==> src/rtl/router_pkg.sv <==
// Shared constants and helpers for the router datapath register stage.
package router_pkg;

    localparam int         WIDTH_DEF    = 8;
    localparam logic [1:0] ADDR_INVALID = 2'b11;

    function automatic logic par_mismatch(input logic [WIDTH_DEF-1:0] a,
                                          input logic [WIDTH_DEF-1:0] b);
        return a != b;
    endfunction

endpackage

==> src/rtl/router_reg_if.sv <==
// Byte stream, FSM strobes and status flags between the router FSM/source and the register stage.
interface router_reg_if #(parameter int WIDTH = router_pkg::WIDTH_DEF);

    // Handshake: a byte on datain is taken only while packet_valid is high in a load
    // strobe and fifo_full is low; with fifo_full high it is parked until laf_state.
    logic             packet_valid;
    logic [WIDTH-1:0] datain;
    logic             fifo_full;
    logic             detect_add;
    logic             lfd_state;
    logic             ld_state;
    logic             laf_state;
    logic             full_state;
    logic             rst_int_reg;
    logic [WIDTH-1:0] dout;
    logic             parity_done;
    logic             low_packet_valid;
    logic             err;
    logic             len_err;

    modport master (
        output packet_valid, datain, fifo_full, detect_add, lfd_state,
               ld_state, laf_state, full_state, rst_int_reg,
        input  dout, parity_done, low_packet_valid, err, len_err
    );

    modport slave (
        input  packet_valid, datain, fifo_full, detect_add, lfd_state,
               ld_state, laf_state, full_state, rst_int_reg,
        output dout, parity_done, low_packet_valid, err, len_err
    );

endinterface

==> src/rtl/router_parity_chk.sv <==
// Running parity, packet parity capture, payload byte count and the end-of-packet error flags.
module router_parity_chk
    import router_pkg::*;
#(
    parameter int WIDTH = WIDTH_DEF,
    parameter int LEN_W = WIDTH - 2
) (
    input  logic             i_clk,
    input  logic             i_reset,
    input  logic             i_clr,
    input  logic             i_lfd,
    input  logic             i_par_byte,
    input  logic             i_cnt_byte,
    input  logic             i_laf_held,
    input  logic             i_ld_end,
    input  logic             i_parity_done,
    input  logic [WIDTH-1:0] i_hdr,
    input  logic [WIDTH-1:0] i_hold,
    input  logic [WIDTH-1:0] i_datain,
    output logic             o_err,
    output logic             o_len_err
);

    logic [WIDTH-1:0] r_int_par;
    logic [WIDTH-1:0] r_pkt_par;
    logic [LEN_W-1:0] r_cnt;
    logic             r_pd_d;
    logic             r_err;
    logic             r_len_err;

    always_ff @(posedge i_clk) begin
        if (i_reset) begin
            r_int_par <= '0;
            r_pkt_par <= '0;
            r_cnt     <= '0;
            r_pd_d    <= 1'b0;
            r_err     <= 1'b0;
            r_len_err <= 1'b0;
        end else begin
            r_pd_d <= i_parity_done;

            if (i_clr)
                r_int_par <= '0;
            else if (i_lfd)
                r_int_par <= r_int_par ^ i_hdr;
            else if (i_par_byte)
                r_int_par <= r_int_par ^ i_datain;
            else if (i_laf_held)
                r_int_par <= r_int_par ^ i_hold;

            if (i_ld_end)
                r_pkt_par <= i_datain;

            // Counter sticks at all-ones so an overlong packet can never wrap back to a match.
            if (i_lfd)
                r_cnt <= '0;
            else if ((i_cnt_byte || i_laf_held) && (r_cnt != '1))
                r_cnt <= r_cnt + 1'b1;

            if (i_clr) begin
                r_err     <= 1'b0;
                r_len_err <= 1'b0;
            end else if (i_parity_done && !r_pd_d) begin
                r_err     <= par_mismatch(r_int_par, r_pkt_par);
                r_len_err <= (r_cnt != i_hdr[WIDTH-1:2]);
            end
        end
    end

    assign o_err     = r_err;
    assign o_len_err = r_len_err;

endmodule

==> src/rtl/router_reg.sv <==
// Router datapath register stage: header/hold registers, byte output to the FIFO and FSM handshake flags.
module router_reg
    import router_pkg::*;
#(
    parameter int WIDTH = WIDTH_DEF,
    parameter int LEN_W = WIDTH - 2
) (
    input  logic         clk,
    input  logic         reset,
    router_reg_if.slave  bus
);

    logic [WIDTH-1:0] r_hdr;
    logic [WIDTH-1:0] r_hold;
    logic [WIDTH-1:0] r_dout;
    logic             r_hold_vld;
    logic             r_parity_done;
    logic             r_low_pv;

    // detect_add masks every load strobe should the FSM ever overlap them.
    wire w_hdr_cap  = bus.detect_add && bus.packet_valid && (bus.datain[1:0] != ADDR_INVALID);
    wire w_lfd      = !bus.detect_add && bus.lfd_state;
    wire w_ld_wr    = !bus.detect_add && bus.ld_state && bus.packet_valid && !bus.fifo_full;
    wire w_ld_hold  = !bus.detect_add && bus.ld_state && bus.packet_valid && bus.fifo_full;
    wire w_ld_end   = !bus.detect_add && bus.ld_state && !bus.packet_valid;
    wire w_laf      = !bus.detect_add && bus.laf_state;
    wire w_laf_held = w_laf && r_hold_vld;
    wire w_par_byte = w_ld_wr && !bus.full_state;

    always_ff @(posedge clk) begin
        if (reset) begin
            r_hdr         <= '0;
            r_hold        <= '0;
            r_dout        <= '0;
            r_hold_vld    <= 1'b0;
            r_parity_done <= 1'b0;
            r_low_pv      <= 1'b0;
        end else begin
            if (w_hdr_cap)
                r_hdr <= bus.datain;

            if (w_lfd) begin
                r_dout <= r_hdr;
            end else if (w_ld_wr) begin
                r_dout <= bus.datain;
            end else if (w_ld_hold) begin
                r_hold     <= bus.datain;
                r_hold_vld <= 1'b1;
            end else if (w_laf) begin
                r_dout     <= r_hold;
                r_hold_vld <= 1'b0;
            end else if (bus.detect_add) begin
                r_hold_vld <= 1'b0;
            end

            if (bus.rst_int_reg)
                r_low_pv <= 1'b0;
            else if (w_ld_end)
                r_low_pv <= 1'b1;

            if (bus.detect_add)
                r_parity_done <= 1'b0;
            else if ((w_ld_end && !bus.fifo_full) || (w_laf && r_low_pv && !r_parity_done))
                r_parity_done <= 1'b1;
        end
    end

    router_parity_chk #(
        .WIDTH (WIDTH),
        .LEN_W (LEN_W)
    ) u_parity_chk (
        .i_clk         (clk),
        .i_reset       (reset),
        .i_clr         (bus.detect_add),
        .i_lfd         (w_lfd),
        .i_par_byte    (w_par_byte),
        .i_cnt_byte    (w_ld_wr),
        .i_laf_held    (w_laf_held),
        .i_ld_end      (w_ld_end),
        .i_parity_done (r_parity_done),
        .i_hdr         (r_hdr),
        .i_hold        (r_hold),
        .i_datain      (bus.datain),
        .o_err         (bus.err),
        .o_len_err     (bus.len_err)
    );

    assign bus.dout             = r_dout;
    assign bus.parity_done      = r_parity_done;
    assign bus.low_packet_valid = r_low_pv;

endmodule
==> src/flat_wrapper.sv <==
// flat-port wrapper written by rule: the top's interface ports become plain ports
module router_reg_flat import router_pkg::*;
#(
    parameter int WIDTH = WIDTH_DEF,
    parameter int LEN_W = WIDTH - 2
)
  (clk, reset, bus_packet_valid, bus_datain, bus_fifo_full, bus_detect_add, bus_lfd_state, bus_ld_state, bus_laf_state, bus_full_state, bus_rst_int_reg, bus_dout, bus_parity_done, bus_low_packet_valid, bus_err, bus_len_err);
  router_reg_if #(.WIDTH(WIDTH)) bus_i ();
  input  logic clk;
  input  logic reset;
  input wire logic [$bits(bus_i.packet_valid)-1:0] bus_packet_valid;
  input wire logic [$bits(bus_i.datain)-1:0] bus_datain;
  input wire logic [$bits(bus_i.fifo_full)-1:0] bus_fifo_full;
  input wire logic [$bits(bus_i.detect_add)-1:0] bus_detect_add;
  input wire logic [$bits(bus_i.lfd_state)-1:0] bus_lfd_state;
  input wire logic [$bits(bus_i.ld_state)-1:0] bus_ld_state;
  input wire logic [$bits(bus_i.laf_state)-1:0] bus_laf_state;
  input wire logic [$bits(bus_i.full_state)-1:0] bus_full_state;
  input wire logic [$bits(bus_i.rst_int_reg)-1:0] bus_rst_int_reg;
  output wire logic [$bits(bus_i.dout)-1:0] bus_dout;
  output wire logic [$bits(bus_i.parity_done)-1:0] bus_parity_done;
  output wire logic [$bits(bus_i.low_packet_valid)-1:0] bus_low_packet_valid;
  output wire logic [$bits(bus_i.err)-1:0] bus_err;
  output wire logic [$bits(bus_i.len_err)-1:0] bus_len_err;
  assign bus_i.packet_valid = bus_packet_valid;
  assign bus_i.datain = bus_datain;
  assign bus_i.fifo_full = bus_fifo_full;
  assign bus_i.detect_add = bus_detect_add;
  assign bus_i.lfd_state = bus_lfd_state;
  assign bus_i.ld_state = bus_ld_state;
  assign bus_i.laf_state = bus_laf_state;
  assign bus_i.full_state = bus_full_state;
  assign bus_i.rst_int_reg = bus_rst_int_reg;
  assign bus_dout = bus_i.dout;
  assign bus_parity_done = bus_i.parity_done;
  assign bus_low_packet_valid = bus_i.low_packet_valid;
  assign bus_err = bus_i.err;
  assign bus_len_err = bus_i.len_err;
  router_reg #(.WIDTH(WIDTH), .LEN_W(LEN_W)) u_core (.clk(clk), .reset(reset), .bus(bus_i));
endmodule
==> config.mk <==
export PLATFORM = sky130hd
export DESIGN_NAME = router_reg_flat
export DESIGN_NICKNAME = d
export VERILOG_FILES = /design/src/rtl/router_pkg.sv /design/src/rtl/router_reg_if.sv /design/src/rtl/router_parity_chk.sv /design/src/rtl/router_reg.sv /design/src/flat_wrapper.sv
export SDC_FILE = /design/constraint.sdc
export NUM_CORES = 1
export LEC_CHECK = 0
export CORE_MARGIN = 8
export CORE_UTILIZATION = 55
export CTS_CLUSTER_DIAMETER = 80
export DETAILED_ROUTE_END_ITERATION = 16
export GPL_TIMING_DRIVEN = 0
export PLACE_DENSITY = 0.86
export SETUP_SLACK_MARGIN = 0.15
export SLEW_MARGIN = 10
export SYNTH_ARGS = -nofsm -noshare
export SYNTH_HDL_FRONTEND = slang
export SYNTH_SLANG_ARGS = --single-unit
==> constraint.sdc <==
create_clock -name clk -period 3.52 [get_ports clk]
set_input_delay 0.704 -clock clk [delete_from_list [all_inputs] [get_ports clk]]
set_output_delay 0.704 -clock clk [all_outputs]
set_load 0.02 [all_outputs]
==> reports/metrics.yaml <==
drt:
  dr.pass1.iters: 5
  routed_wl_mm: 7.60
  num_vias: 2621
  postRouteAntennaNets: 0
  avgRoutedWirePerCell_um: 18.0
  vias_per_cell: 6.23
  drt_iter0_markers: 344
  drc: 0
timing:
  drv_slew: 0
  rsz0062_at_grt: "no"
  period_needed_ns: 2.33
  max_freq_mhz: 428
  fin_crit_sh: 0.663
  holdWs_ns: 0.488
  setup_viol_count_final: 0
  fin_worst_skew_ns: 0.0103
  worstMarginPinSlew_ns: 0.658
  setup_tns_ns: 0
  hold_viol: 0
  relSlewSlack: 0.560
synth:
  ys_types: 42
  synthCells: 317
  async_flop_share: 0
  synth_area_leaders: "dfxtp_1 38%, mux2i_1 12%, nor3_1 4.9%"
  synth_edf_count: 0
  yosysWarnings: 0
  synth_top_area_share: 0.379
  synth.avg_cell_area_um2: 8.66
  ys_seq_area_frac: 0.379
  ys_ff_latch: 52
  syn_area_um2: 2740
  ys.flop_type: "dfxtp_1"
  synth_fp_nets: 336
  yosysTopAreaCell: "dfxtp_1"
layout:
  fillers: 384
  final_common_cell: "dfxtp_1"
  diodes: 0
  drive_above_1_share: 0.0819
  finish.utilization: 0.679
  area_delta_synth_final_pct: 17.7
  layout_common_cells: "52 x dfxtp_1, 34 x mux2i_1, 31 x nor2_1"
  final_net_count: 372
hold_path:
  hold_class: "reg -> reg"
  min_from: "u_core.bus.dout[5]"
power:
  swShare: 0.266
  ir_worst_vdd_v: 0.000184
  p_int_mw: 0.890
  power-per-cell-area_nw_per_um2: 375
  p_seq_frac: 0.515
  power.switching_mw: 0.322
  comb_power_share: 0.144
  leakage_nw: 1.24
  pwr-share-clk: 0.341
placed_design:
  hpwlAfterDp_mm: 5.31
  gp_congestion: 0.890
  port_buffers: 29
grt:
  antenna_found_initial: 0
  grtUsageTotal: 0.208
  grt_max_degree: 17
  grt_overflow_total: 0
  grt_first_pass_wirelength_mm: 12.4
  grt_pass1_vias: 2550
setup_path:
  cp_max_fo: 10
  cp_cell_sequence: "clkdlybuf4s50_1 > clkbuf_2 > nor3b_1 > nor3_1 > a21oi_1 > nand3_1"
  critPathLaunchType: "input pin"
  crit_start: "bus_lfd_state"
  crit_path_top_delay_cell: "clkdlybuf4s50_1"
  crit_path_end_kind: "flop"
  crit_type: "in -> reg"
  crit-reg2reg-launch: "u_core.r_hold_vld"
  slowest_delay_ns: 0.58
  arrival_ns: 2.53
  cp.required_ns: 3.71
die:
  coreArea_um2: 4750
  die_w_um: 86.6
  die_area_um2: 7500
  start_util: 0.577
  core.rowCount: 25
  io_pins: 30
  die_height_um: 86.6
clocking:
  cts_buffers: 5
  ctsResizeCount: 0
  htreeDepth: 2
  clk_latency_ns: 0.31
  clock_sinks: 52
  cts_buffer_depth: 2
  path_clk_slew_ns: 0.10
  post_cts_buffers: 0
  cts-root-buf: "clkbuf_8"
  cts_tree: "yes"
  cts_hold_buffers: 0
status:
  status: "completed"
job:
  cap_violations: 0
-- final timing paths --
kind	endpoint	slack, ns	cells after the start
setup / recovery	u_core.u_parity_chk.r_int_par[1]	1.19	6
hold / removal	u_core.bus.dout[5]	0.49	1
setup reg to reg	u_core.u_parity_chk.r_int_par[1]	1.98	5
hold reg to reg	u_core.bus.dout[5]	0.49	1
-- cell usage after synthesis (2+ instances only) --
cell type,instances
nand2_1,21
a211oi_1,2
o211ai_1,8
a21oi_1,12
nand4_1,2
o21bai_1,2
a22o_1,8
dfxtp_1,52
xnor2_1,10
clkbuf_2,2
mux2i_1,34
nand2b_1,2
o311a_1,8
a31oi_1,9
nand3_1,19
nor2_1,31
inv_1,11
xor2_1,6
o21ai_0,4
nor2b_1,3
clkbuf_1,6
nor3b_1,10
and3b_1,2
buf_2,9
nor3_1,27
-- layer usage --
layer / GRT usage / vias up / share of wire
met5: 0 / - / 0
met4: 0.138 / 0 / 0.028
met2: 0.315 / 164 / 0.45
li1: - / 1221 / -
met3: 0.0416 / 29 / 0.092
met1: 0.261 / 1207 / 0.43
-- critical path, delay by kind of cell --
kind            cells  cell delay (ns)
simple gates        3             0.81
compound gates      1             0.19
buf+inv             2             0.82
-- flip-flops by register name (all words and copies together), names as in the netlist --
signal and flops:
u_core.u_parity_chk.o_err 1, u_core.u_parity_chk.r_int_par 8, u_core.u_parity_chk.o_len_err 1, u_core.r_hold_vld 1, u_core.bus.dout 8, u_core.bus.low_packet_valid 1
u_core.r_hold 8, u_core.bus.parity_done 1, u_core.u_parity_chk.r_cnt 6, u_core.u_parity_chk.r_pkt_par 8, u_core.u_parity_chk.r_pd_d 1, u_core.r_hdr 8
-- layout make-up --
| class | count | area (µm²) | area share |
|---|---|---|---|
| inverter | 11 | 41.3 | 0.0128 |
| timing repair buffer | 29 | 290 | 0.0899 |
| buffer | 19 | 96.3 | 0.0298 |
| clock buffer | 5 | 68.8 | 0.0213 |
| clock inverter | 3 | 42.5 | 0.0132 |
| multi-input combinational | 235 | 1570 | 0.485 |
| tap | 67 | 83.8 | 0.0260 |
| sequential | 52 | 1040 | 0.322 |
-- cell families (layout without fill, tap and decap cells) --
kind of cell               Yosys count  in the layout  synth area share
AOI/OAI and AO/OA                   58             58             0.158
xor gates and xnor gates            16             16            0.0511
adders and majority gates            1              1           0.00456
buffers and inverters               30             67            0.0502
DFF                                 52             52             0.379
muxes                               34             34             0.124
and+or+nand+nor                    126            126             0.233
-- power by group through the flow --
| stage | Sequential, mW | Clock [mW] | Combinational [mW] |
|---|---|---|---|
| 6_report | 0.624 | 0.413 | 0.175 |
| 5_1_grt | 0.627 | 0.444 | 0.187 |
| 4_1_cts | 0.624 | 0.417 | 0.171 |
| 3_5_place_dp | 0.637 | 0 | 0.170 |
| 3_3_place_gp | 0.636 | 0 | 0.165 |
| 2_1_floorplan | 0.639 | 0 | 0.0961 |
-- metrics by stage --
step                setup WS, ns  instance area (µm²)  instances  power [mW]
CTS                         1.25                 3230        421        1.21
detailed placement         0.916                 3120        413       0.807
global route                1.11                 3230        421        1.26
finish                      1.19                 3230        421        1.21
floorplan                   1.76                 2740        317       0.735
global placement           0.949                 3120        413       0.802
No activity file was read; power rests on OpenSTA's default activity.
